===== config.mk =====
export PLATFORM = sky130hd
export DESIGN_NAME = rtc_phase_sequencer
export DESIGN_NICKNAME = d
export VERILOG_FILES = /design/src/rtl/rtc_pkg.sv /design/src/rtl/rtc_phase_sequencer_edge_det.sv /design/src/rtl/rtc_phase_sequencer.sv
export SDC_FILE = /design/constraint.sdc
export NUM_CORES = 1
export LEC_CHECK = 0
export CAP_MARGIN = 20
export CORE_AREA = 2 2 54 82
export DETAILED_ROUTE_END_ITERATION = 10
export DIE_AREA = 0 0 56 84
export SETUP_SLACK_MARGIN = 0.02
export SYNTH_ARGS = -nofsm -noshare
export SYNTH_HDL_FRONTEND = slang
export SYNTH_SLANG_ARGS = --single-unit

===== constraint.sdc =====
create_clock -name clk -period 4.4 [get_ports clk]
set_input_delay 0.44 -clock clk [delete_from_list [all_inputs] [get_ports clk]]
set_output_delay 0.44 -clock clk [all_outputs]
set_load 0.01 [all_outputs]

===== src/rtl/rtc_pkg.sv =====
// -----------------------------------------------------------------------------
// rtc_pkg
// Shared constants for the RTC phase sequencer and the bus drivers that
// consume its phase code.
//   - Phase codes PH_IDLE..PH_READ_TIMER (3-bit codes on the `state` bus)
//   - STATE_W     : width of the phase code
//   - fsm_e       : sequencer FSM encoding (ARMED / RUN / GAP)
//   - edge_mode_e : which transition an edge_det instance reports
//   - select_phase: arbitration of pending requests into one phase per frame
// -----------------------------------------------------------------------------
package rtc_pkg;

   localparam int STATE_W = 3;

   localparam logic [2:0] PH_IDLE        = 3'd0;
   localparam logic [2:0] PH_INIT_STATUS = 3'd1;
   localparam logic [2:0] PH_INIT_CONFIG = 3'd2;
   localparam logic [2:0] PH_READ_TIME   = 3'd3;
   localparam logic [2:0] PH_READ_DATE   = 3'd4;
   localparam logic [2:0] PH_WRITE_TIME  = 3'd5;
   localparam logic [2:0] PH_FORMAT      = 3'd6;
   localparam logic [2:0] PH_READ_TIMER  = 3'd7;

   typedef enum logic [1:0] {
      ARMED = 2'd0,
      RUN   = 2'd1,
      GAP   = 2'd2
   } fsm_e;

   typedef enum logic [1:0] {
      EDGE_RISE = 2'd0,
      EDGE_FALL = 2'd1,
      EDGE_ANY  = 2'd2
   } edge_mode_e;

   // Fixed-priority choice of the phase to run in the coming frame.
   // With nothing pending the sequencer alternates time and date reads.
   function automatic logic [2:0] select_phase(
      input logic init_pending,
      input logic write_pending,
      input logic fmt_pending,
      input logic timer_en,
      input logic date_toggle
   );
      logic [2:0] code;
      if (init_pending)       code = PH_INIT_STATUS;
      else if (write_pending) code = PH_WRITE_TIME;
      else if (fmt_pending)   code = PH_FORMAT;
      else if (timer_en)      code = PH_READ_TIMER;
      else if (date_toggle)   code = PH_READ_DATE;
      else                    code = PH_READ_TIME;
      return code;
   endfunction

endpackage


===== src/rtl/rtc_phase_sequencer_edge_det.sv =====
// -----------------------------------------------------------------------------
// edge_det
// One-bit registered transition detector. The register holds the previous
// sample of `sig`; `pulse` compares it against the current level.
//   clk   in  system clock
//   sig   in  level to watch
//   pulse out high for one cycle on the transition selected by MODE
// The register reloads `sig` on every edge, reset included, so after reset
// it always matches the input and no false edge can be reported.
// -----------------------------------------------------------------------------
module edge_det
   import rtc_pkg::*;
#(
   parameter edge_mode_e MODE = EDGE_ANY
) (
   input  logic clk,
   input  logic sig,
   output logic pulse
);

   logic sig_q;
   logic sig_d;

   always_comb begin
      sig_d = sig;
   end

   // NOTE: clocked state is written with <= so every flop samples the
   // pre-edge values of its neighbours, independent of block ordering.
   always_ff @(posedge clk) begin
      sig_q <= sig_d;
   end

   always_comb begin
      pulse = 1'b0;
      unique case (MODE)
         EDGE_RISE: pulse = sig & ~sig_q;
         EDGE_FALL: pulse = ~sig & sig_q;
         default:   pulse = sig ^ sig_q;
      endcase
   end

endmodule


===== src/rtl/rtc_phase_sequencer.sv =====
// -----------------------------------------------------------------------------
// rtc_phase_sequencer
// Master sequencer for the RTC parallel-bus drivers. On each falling edge of
// v_sync it picks one pending job and holds its phase code on `state` for
// PHASE_LEN cycles, then idles for GAP_LEN cycles. The power-up init chain
// (INIT_STATUS then INIT_CONFIG) runs back-to-back without waiting a frame.
//   clk           in  system clock
//   reset         in  synchronous, active-high reset
//   v_sync        in  frame sync level; high during RUN aborts the phase
//   sw_formato    in  12/24-hour switch; any change requests a FORMAT phase
//   control_timer in  timer-mode select; any change requests a FORMAT phase
//   timer_en      in  enables periodic timer-register reads
//   write_req     in  one-cycle request for a time write
//   state         out active phase code (0 when idle)
//   busy          out high in RUN and GAP
//   done          out one-cycle pulse on the last cycle of a completed phase
//   done_state    out code of the completing phase, valid with done
// -----------------------------------------------------------------------------
module rtc_phase_sequencer
   import rtc_pkg::*;
#(
   parameter int PHASE_LEN = 42,
   parameter int GAP_LEN   = 4,
   parameter int STATE_W   = rtc_pkg::STATE_W
) (
   input  logic               clk,
   input  logic               reset,
   input  logic               v_sync,
   input  logic               sw_formato,
   input  logic               control_timer,
   input  logic               timer_en,
   input  logic               write_req,
   output logic [STATE_W-1:0] state,
   output logic               busy,
   output logic               done,
   output logic [STATE_W-1:0] done_state
);

   localparam int CNT_W = $clog2(PHASE_LEN > GAP_LEN ? PHASE_LEN : GAP_LEN);
   localparam logic [CNT_W-1:0] RUN_LAST = CNT_W'(PHASE_LEN - 1);
   localparam logic [CNT_W-1:0] GAP_LAST = CNT_W'(GAP_LEN - 1);

   logic vs_fall;
   logic sw_chg;
   logic ct_chg;

   edge_det #(.MODE(EDGE_FALL)) u_vs_edge (.clk(clk), .sig(v_sync),        .pulse(vs_fall));
   edge_det #(.MODE(EDGE_ANY))  u_sw_edge (.clk(clk), .sig(sw_formato),    .pulse(sw_chg));
   edge_det #(.MODE(EDGE_ANY))  u_ct_edge (.clk(clk), .sig(control_timer), .pulse(ct_chg));

   fsm_e               fsm_q,          fsm_d;
   logic [CNT_W-1:0]   cnt_q,          cnt_d;
   logic [STATE_W-1:0] code_q,         code_d;
   logic               init_pending_q, init_pending_d;
   logic               chain_q,        chain_d;       // INIT_CONFIG follows the gap
   logic               write_pending_q, write_pending_d;
   logic               fmt_pending_q,  fmt_pending_d;
   logic               date_toggle_q,  date_toggle_d;
   logic               phase_done;

   always_ff @(posedge clk) begin
      if (reset) begin
         fsm_q           <= ARMED;
         cnt_q           <= '0;
         code_q          <= '0;
         init_pending_q  <= 1'b1;
         chain_q         <= 1'b0;
         write_pending_q <= 1'b0;
         fmt_pending_q   <= 1'b1;
         date_toggle_q   <= 1'b0;
      end else begin
         fsm_q           <= fsm_d;
         cnt_q           <= cnt_d;
         code_q          <= code_d;
         init_pending_q  <= init_pending_d;
         chain_q         <= chain_d;
         write_pending_q <= write_pending_d;
         fmt_pending_q   <= fmt_pending_d;
         date_toggle_q   <= date_toggle_d;
      end
   end

   always_comb begin
      // NOTE: every signal gets a default before the case so that no path
      // leaves it unassigned, which would otherwise infer a latch.
      fsm_d           = fsm_q;
      cnt_d           = cnt_q;
      code_d          = code_q;
      init_pending_d  = init_pending_q;
      chain_d         = chain_q;
      write_pending_d = write_pending_q;
      fmt_pending_d   = fmt_pending_q;
      date_toggle_d   = date_toggle_q;
      phase_done      = 1'b0;

      unique case (fsm_q)
         ARMED: begin
            if (vs_fall) begin
               fsm_d  = RUN;
               cnt_d  = '0;
               code_d = STATE_W'(select_phase(init_pending_q, write_pending_q,
                                              fmt_pending_q, timer_en, date_toggle_q));
            end
         end

         RUN: begin
            if (v_sync) begin
               // Frame ran out before the drivers finished: drop the phase
               // and let the same request win again next frame.
               fsm_d   = GAP;
               cnt_d   = '0;
               chain_d = 1'b0;
            end else if (cnt_q == RUN_LAST) begin
               fsm_d      = GAP;
               cnt_d      = '0;
               phase_done = 1'b1;
               unique case (code_q)
                  STATE_W'(PH_INIT_STATUS): chain_d = 1'b1;
                  STATE_W'(PH_INIT_CONFIG): begin
                     init_pending_d = 1'b0;
                     chain_d        = 1'b0;
                  end
                  STATE_W'(PH_WRITE_TIME):  write_pending_d = 1'b0;
                  STATE_W'(PH_FORMAT):      fmt_pending_d   = 1'b0;
                  STATE_W'(PH_READ_TIME),
                  STATE_W'(PH_READ_DATE):   date_toggle_d   = ~date_toggle_q;
                  default: ;
               endcase
            end else begin
               cnt_d = cnt_q + CNT_W'(1);
            end
         end

         GAP: begin
            if (cnt_q == GAP_LAST) begin
               cnt_d = '0;
               if (chain_q) begin
                  fsm_d  = RUN;
                  code_d = STATE_W'(PH_INIT_CONFIG);
               end else begin
                  fsm_d = ARMED;
               end
            end else begin
               cnt_d = cnt_q + CNT_W'(1);
            end
         end

         default: fsm_d = ARMED;
      endcase

      // New requests are applied after the completion clears so that a
      // request arriving on the final cycle re-queues the phase.
      if (write_req)       write_pending_d = 1'b1;
      if (sw_chg | ct_chg) fmt_pending_d   = 1'b1;
   end

   assign state      = (fsm_q == RUN) ? code_q : '0;
   assign busy       = (fsm_q != ARMED);
   assign done       = phase_done;
   assign done_state = phase_done ? code_q : '0;

endmodule


==> results of run 1 <==
[layer usage]
layer	vias up	GRT usage, %
li1	519	-
met1	519	14.2
met2	37	22.9
met3	9	2.33
met4	0	7.36
met5	-	0
[through the flow]
| step | setup WS, ps | total power [mW] |
|---|---|---|
| 2_1_floorplan | 2690 | 0.234 |
| 3_3_place_gp | 1850 | 0.256 |
| 3_5_place_dp | 1820 | 0.258 |
| 4_1_cts | 1800 | 0.384 |
| 5_1_grt | 1690 | 0.398 |
| 6_report | 1810 | 0.383 |
[cell usage in the layout, fill, tap and decap left out, drive strengths merged, types with 2 or more instances in the layout]
master	netlist	final
a2111oi	2	2
a211oi	4	4
a21o	2	2
a21oi	6	6
a31oi	2	2
a32o	2	2
and2	5	5
and3	2	2
clkbuf	2	4
clkdlybuf4s50	0	14
dfxtp	19	19
ha	6	6
inv	8	8
nand2	5	5
nand2b	5	5
nand3	6	6
nor2	9	9
nor2b	2	2
nor3	3	3
nor4	2	2
o2111ai	2	2
o211ai	6	6
o21ai	6	6
o31ai	3	3
xor2	2	2
[worst max path at each step]
stage	start	endpoint	slack (ps)
finish	v_sync	done_state[2]	1810
floorplan	cnt_q[0]	done_state[2]	2690
global placement	v_sync	done_state[2]	1850
global route	fsm_q[1]	done_state[2]	1690
detailed placement	v_sync	done_state[2]	1820
CTS	v_sync	done_state[2]	1800
[final cells by class]
type                       count  area, sq um
fill                         445         2720
sequential                    19          380
tap                           46         57.6
inverter                       9         33.8
multi-input combinational     98          692
clock buffer                   4         45.0
timing repair buffer          14          140
[power breakdown]
part	internal (mW)	total (mW)	switching, mW
Combinational	0.0273	0.0695	0.0422
Sequential	0.179	0.186	0.00690
Clock	0.0647	0.127	0.0627
Total	0.271	0.383	0.112
[worst max-delay path, stage by stage]
cell,delay (ps)
clkdlybuf4s50_1,460
nand2b_1,250
nor3_2,260
and2_1,200
clkdlybuf4s50_1,540
[state kept, by name, indices dropped and copies added, names as in the netlist]
signal,count
init_pending_q,1
code_q,3
fmt_pending_q,1
cnt_q,6
date_toggle_q,1
u_ct_edge.sig_q,1
chain_q,1
write_pending_q,1
fsm_q,2
u_vs_edge.sig_q,1
u_sw_edge.sig_q,1
[cells by family (layout without fill, tap and decap cells)]
| logic type | count (synthesis) | in the layout | share of synthesized area (%) |
|---|---|---|---|
| flip-flops | 19 | 19 | 33.8 |
| XOR/XNOR | 3 | 3 | 2.34 |
| AND/OR/NAND/NOR | 46 | 46 | 23.6 |
| buffers and inverters | 12 | 27 | 4.67 |
| adder cells (fa/ha/maj) | 6 | 6 | 6.67 |
| multiplexers | 1 | 1 | 1.00 |
| AO/OA/AOI/OAI | 42 | 42 | 27.9 |
==> out/metrics.cfg, run 1 <==
[global_routing]
antenna_found_initial=0
grt_overflow=0
grt_pass1_vias=1054
grt_max_degree=12
grt_usage_pct=13.0
grt_pass1_wl_um=4910

[yosys]
syn_nets=142
synth_top_flop_cell=dfxtp_1
synthTopCellsByCount=dfxtp_1, nor2_1, inv_1
synth.distinct_cells=44
synth_cells=129
yosysMostFrequentCell=dfxtp_1
yosys_warnings=0
syn-cell-area_sq_um=1120
synthTopCellsByArea=dfxtp_1, ha_1, o211ai_1
synth_edf_count=0
avgSynthCellArea_sq_um=8.72
async_reset_ff_share_pct=0
yosysTopAreaCell=dfxtp_1
synth_top_area_share_pct=33.8
ys_ff_latch=19
ys_seq_area_share_pct=33.8

[detailed_routing]
drt-initial-drc-count=21
wire_per_inst_um=15.5
totalWireLength_um=2950
route.detailed.drc=0
dr_wl_met3_um=137
antenna_left=0
drt-met1-wl_um=1150
vias_per_cell=5.71
num_vias=1084
met2_length_um=1560
top_layer=met4
dr.pass1.iters=4

[floorplanning]
coreArea_sq_um=4060
die_x_um=56
initial_utilization_pct=27.7
dieArea_sq_um=4700
die_h_um=84
core.rowCount=29
ios=15

[power_and_ir_drop]
p_per_area_nw_per_um2=284
vdd_drop_max_v=0.000195
leakage_nw=0.473

[final_layout]
utilization_pct=33.2
design_area_sq_um=1350
layoutNonFillerInstCount=190
insertedDiodeCount=0
drive_gt1_share_pct=6.25
syn2layout_area_growth_pct=19.9
fin_nets=158

[clock_tree]
hold_buffers=0
clk_pin_slew_ps=70
cts-htree-levels=1
cts-root-to-sink-buffers=2
cts_resized=0
cts-root-buf=clkbuf_8
cts_setup_buffers=0
clk-insertion-delay-late_ps=270
cts_tree=built
cts_buffers=3
clock-sinks=19

[flow_run]
max_cap_violations=0

[setup_path]
reg2regPathDepth=6
crit-reg2reg-capture=fmt_pending_q
rr_startpoint=fsm_q[1]
endpoint_kind=output port
cp-start-kind=primary input
r2r_slack_ps=2510
critPathMaxFanout=5
worstPathArrival_ps=2150
crit_required_ps=3960
crit_type=in -> out

[min_path]
hp-class=reg -> reg
hold-path-cell-count=1
min_to=init_pending_q
min_from=init_pending_q

[sta]
max_freq_mhz=385
fin_crit_sh_pct=59.0
rsz0062_at_grt=false
period_minus_slack_ps=2590
slew_headroom_pct=58.8
worst_pin_slew_ps=617
setup_tns_ps=0
setup_viol=0
hold_viol_final=0
slew_violations=0
fin_worst_skew_ps=7.79
timing.hold.ws_ps=486

[placed_design]
port_buffers=14
dpl.hpwl_um=2270
dpl.cell_count=186
gp_congestion=0.801
placed_area_sq_um=1300

[run_status]
status=finished clean

No activity file was read; power rests on OpenSTA's default activity.
==> inputs of run 2 (changes only) <==
==> constraint.sdc (replaced) <==
create_clock -name clk -period 2.09 [get_ports clk]
set_input_delay 0.209 -clock clk [delete_from_list [all_inputs] [get_ports clk]]
set_output_delay 0.209 -clock clk [all_outputs]
set_load 0.01 [all_outputs]
==> run 2 against run 1 <==
Net effect: cell count grew 6.3%; count of clock-buffer cells in the layout down 1; clock skew increased by 4.1 ps; critical endpoint unchanged.
==> out/metrics.cfg, run 2 (synthesis results as in run 1) <==
[power_and_ir_drop]
pwr-share-comb_pct=20.8
p_clk_share_pct=31.7
switchingPower_uw=237
vdd_drop_max_v=0.000380
power.total_uw=818
swShare_pct=29.0
seq_power_share_pct=47.5
leakage_nw=0.602
internal_power_uw=581
p_per_area_nw_per_um2=563

[sta]
fin_crit_sh_pct=92.2
slew_headroom_pct=58.6
slew_violations=0
fin_worst_skew_ps=11.9
worst_pin_slew_ps=622
period_minus_slack_ps=1930
max_freq_mhz=519
hold_viol_final=0
rsz0062_at_grt=false
setup_viol=0
setup_tns_ps=0

[setup_path]
crit_required_ps=1880
critPathMaxFanout=4
cp-start-kind=flop
crit-reg2reg-capture=fmt_pending_q
crit_type=reg -> out
rr_startpoint=cnt_q[1]
cp-endpoint=done_state[2]
reg2regPathDepth=7
r2r_slack_ps=250
worstPathArrival_ps=1720
startpoint=cnt_q[1]
endpoint_kind=output port

[global_routing]
antenna_found_initial=0
grt_usage_pct=13.7
grt_pass1_vias=1143
grt_pass1_wl_um=5220
grt_overflow=0
grt_max_degree=12

[detailed_routing]
vias_per_cell=5.52
antenna_left=0
route.detailed.drc=0
totalWireLength_um=3080
drt-initial-drc-count=44
wire_per_inst_um=15.3
num_vias=1116
dr.pass1.iters=4

[clock_tree]
clock-sinks=19
cts_tree=built
cts-root-to-sink-buffers=2
clk_pin_slew_ps=80
cts-htree-levels=1
cts-root-buf=clkbuf_8
cts_buffers=3
clk-insertion-delay-late_ps=260

[final_layout]
regMostFlops=cnt_q
fin_nets=170
largest_register_ffs=6
seqCellArea_sq_um=382
layout_common_cells=dfxtp_1, buf_4, nor2_1, clkdlybuf4s50_1, inv_1
design_area_sq_um=1450
layout_commonest_cell=dfxtp_1
reg_top3=cnt_q: 6 flops, code_q: 3 flops, fsm_q: 2 flops
drive_gt1_share_pct=15.4
multi_input_area_sq_um=701
syn2layout_area_growth_pct=29.0
fillers=433
insertedDiodeCount=0

[placed_design]
gp_congestion=0.880
dpl.hpwl_um=2410
placed_area_sq_um=1390
port_buffers=14

[floorplanning]
core.rowCount=29
die_x_um=56
initial_utilization_pct=27.7
dieArea_sq_um=4700
ios=15
coreArea_sq_um=4060
die_h_um=84

[flow_run]
max_cap_violations=0

[run_status]
status=finished clean

[min_path]
hp-class=in -> reg

run 2: cell count changes in the layout (fill, tap and decap cells not counted), sizes merged:
cell | previous run | this run
buf | 0 | 12
clkbuf | 4 | 3
clkdlybuf4s50 | 14 | 9
clkinv | 1 | 2
dlygate4sd2 | 0 | 3
dlymetal6s2s | 0 | 2
run 2: through the flow:
| step | std cells | hold WS [ps] | utilization, % | setup WS [ps] |
|---|---|---|---|---|
| 6_report | 202 | 447 | 35.7 | 162 |
| 5_1_grt | 202 | 461 | 35.7 | 40.7 |
| 4_1_cts | 202 | 451 | 35.4 | 20.0 |
| 3_5_place_dp | 197 | 486 | 34.1 | 44.5 |
| 3_3_place_gp | 197 | 479 | 34.1 | 102 |
| 2_1_floorplan | 129 | 237 | - | 387 |
run 2: worst max-delay path, stage by stage, from the launching register on:
cell and delay (ps):
dfxtp_1 330, inv_1 60, ha_1 140, nand4bb_1 240
nor3_4 230, and2_1 170, dlygate4sd2_1 280
run 2: worst min-delay path by stage:
stage / end / cells after the start / slack [ps] / start
floorplan: u_ct_edge.sig_q / 0 / 240 / control_timer
global placement: cnt_q[1] / 2 / 480 / cnt_q[1]
detailed placement: cnt_q[1] / 2 / 490 / cnt_q[1]
CTS: u_sw_edge.sig_q / 1 / 450 / sw_formato
global route: u_ct_edge.sig_q / 1 / 460 / control_timer
finish: u_sw_edge.sig_q / 1 / 450 / sw_formato
run 2: area by class of cell:
cell class	instances	share of cell area, %
Timing Repair Buffer	26	15.9
Multi-Input combinational cell	98	48.3
Tap cell	46	3.97
Clock buffer	3	2.84
Sequential cell	19	26.3
Inverter	9	2.33
Clock inverter	1	0.345
run 2: timing repair:
item	in CTS	in global routing
hold buffers	0	0
setup buffers	1	0
endpoints found under the setup margin	4	3
gates resized for setup	5	3
pin swaps	1	0
run 2: metal layers:
| layer | up-vias | GRT usage [%] | part of all wire (%) |
|---|---|---|---|
| li1 | 540 | - | - |
| met1 | 532 | 14.7 | 41 |
| met2 | 33 | 25.9 | 53 |
| met3 | 11 | 1.86 | 2.4 |
| met4 | 0 | 5.63 | 3.0 |
| met5 | - | 0 | 0 |
run 2: power groups by stage:
stage,clock network (mW),logic (mW),registers [mW]
after CTS,0.264,0.167,0.388
after global placement,0,0.164,0.396
final,0.259,0.170,0.388
after global routing,0.281,0.184,0.390
after floorplan,0,0.0990,0.394
after detailed placement,0,0.165,0.397
==> inputs of run 3 (changes only) <==
==> constraint.sdc (replaced) <==
create_clock -name clk -period 1.8 [get_ports clk]
set_input_delay 0.18 -clock clk [delete_from_list [all_inputs] [get_ports clk]]
set_output_delay 0.18 -clock clk [all_outputs]
set_load 0.01 [all_outputs]
==> run 3 against run 2 <==
Net effect: critical endpoint is now fsm_q[0]; sequential share of layout area decreased by 2.5 points; die area unchanged; largest power group unchanged; sequential cell count unchanged; clock skew decreased by 4.5 ps; wire length increased by 9.9%; first-iteration DRC count decreased by 41%; cell count increased by 7.4%; register-to-register slack got worse by 230 ps; count of clock-buffer cells in the layout unchanged; critical path type is now reg -> reg; power increased by 22%; global-route usage increased by 1.6 points; via count increased by 5.4%.
==> out/metrics.cfg, run 3 (synthesis results as in run 1) <==
[run_status]
status=finished clean

[placed_design]
port_buffers=14
place_ws_ps=-94.5
dpl.hpwl_um=2690
gp_congestion=0.903

[setup_path]
path_buf_inv=0
crit_chain=or3_4 > o21a_1 > or4_4 > a21oi_2
critPathMaxFanout=6
cp_top_family=simple AND/OR/NAND/NOR gates
endpoint_kind=flop
worstPathArrival_ps=1970
crit_slowest_cell=or4_4
crit_type=reg -> reg
crit-reg2reg-capture=fsm_q[0]
rr_startpoint=cnt_q[5]
cp-start-kind=flop
reg2regPathDepth=4
crit_required_ps=1990
r2r_slack_ps=20
critPathMaxStageDelay_ps=530

[min_path]
hp-class=in -> reg
min_from=sw_formato
hold-path-cell-count=1
min_to=u_sw_edge.sig_q

[final_layout]
syn2layout_area_growth_pct=43.5
drive_gt1_share_pct=32.7
layout_commonest_cell=buf_4
largest_register_ffs=6
insertedDiodeCount=0
fillers=426
regMostFlops=cnt_q
layout_common_cells=buf_4, dfxtp_1, nor2_1
fin_nets=185
seqCellArea_sq_um=384
multi_input_area_sq_um=768
reg_top3=cnt_q: 6 flops, code_q: 3 flops, fsm_q: 2 flops

[global_routing]
antenna_found_initial=0
grt_pass1_vias=1257
grt_usage_pct=15.3
grt_pass1_wl_um=5710
grt_max_degree=13
grt_overflow=0

[clock_tree]
clk-insertion-delay-late_ps=270
clock-sinks=19
cts-root-buf=clkbuf_8
clk_pin_slew_ps=80
hold_buffers=0
cts_tree=built
cts-root-to-sink-buffers=2
cts-htree-levels=1
cts_buffers=3

[detailed_routing]
wire_per_inst_um=15.6
dr.pass1.iters=4
route.detailed.drc=0
vias_per_cell=5.42
totalWireLength_um=3390
drt-initial-drc-count=26
antenna_left=0
num_vias=1176

[sta]
hold_viol_final=0
slew_headroom_pct=68.7
rsz0062_at_grt=true
slew_violations=0
setup_viol=0
fin_worst_skew_ps=7.40
max_freq_mhz=563
period_minus_slack_ps=1780
fin_ws_ps=23.8
worst_pin_slew_ps=466
fin_crit_sh_pct=98.7

[flow_run]
max_cap_violations=0

[power_and_ir_drop]
switchingPower_uw=298
internal_power_uw=700
p_clk_share_pct=31.7
pwr-share-comb_pct=23.3
power.total_uw=999
seq_power_share_pct=45.0
swShare_pct=29.9
p_per_area_nw_per_um2=619
vdd_drop_max_v=0.000436
leakage_nw=0.654

[floorplanning]
initial_utilization_pct=27.7
ios=15
dieArea_sq_um=4700
coreArea_sq_um=4060
core.rowCount=29
die_x_um=56
die_h_um=84

-- run 3: worst reg2reg max path: cells and delay by family (launching register included) --
| kind | cells | cell delay, ps |
|---|---|---|
| AND/OR/NAND/NOR | 2 | 960 |
| AO/OA/AOI/OAI | 2 | 380 |
| flip-flops | 1 | 370 |
-- run 3: power by group through the flow --
stage / logic, mW / registers [mW] / clock network [mW]
6_report: 0.233 / 0.450 / 0.316
5_1_grt: 0.250 / 0.452 / 0.332
4_1_cts: 0.229 / 0.450 / 0.322
3_5_place_dp: 0.221 / 0.459 / 0
3_3_place_gp: 0.216 / 0.458 / 0
2_1_floorplan: 0.115 / 0.458 / 0
-- run 3: worst max-delay path by stage --
stage / start / depth (start not counted) / slack, ps / to
floorplan: fsm_q[0] / 6 / 100 / fsm_q[0]
global placement: v_sync / 5 / -70 / done_state[2]
detailed placement: v_sync / 5 / -90 / done_state[2]
CTS: cnt_q[3] / 4 / 20 / fsm_q[0]
global route: cnt_q[3] / 4 / -10 / fsm_q[0]
finish: cnt_q[5] / 4 / 20 / fsm_q[0]
-- run 3: layout make-up --
class / instances / area share, %
clock buffers: 3 / 2.56
clock inverters: 1 / 0.465
inverters: 9 / 2.09
multi-input cells: 98 / 47.6
flip-flops and latches: 19 / 23.8
well taps: 46 / 3.57
repair buffers: 41 / 19.9
-- run 3: metal layers --
metal / part of all wire [%] / global-route usage (%) / vias to the layer above
met5: 0 / 0 / -
met4: 4.4 / 8.87 / 0
met3: 3.5 / 1.86 / 17
met2: 55 / 28.4 / 45
met1: 37 / 16.0 / 546
li1: - / - / 568
-- run 3: per-stage QoR --
stage	TNS [ps]	instance area (sq um)	std cells	hold WS, ps	util [%]
global route	-45.8	1610	217	417	39.7
floorplan	0	1120	129	208	-
CTS	0	1620	217	408	39.9
finish	0	1610	217	406	39.7
detailed placement	-467	1500	212	492	36.9
global placement	-270	1500	212	491	36.9
-- run 3: repair_timing --
| item | CTS | global route |
|---|---|---|
| setup buffers | 1 | 0 |
| cloned | 0 | 0 |
| endpoints found under the setup margin | 10 | 5 |
| resized for setup | 30 | 4 |
| endpoints found under the hold margin | 0 | 0 |
| pin swaps | 4 | 2 |
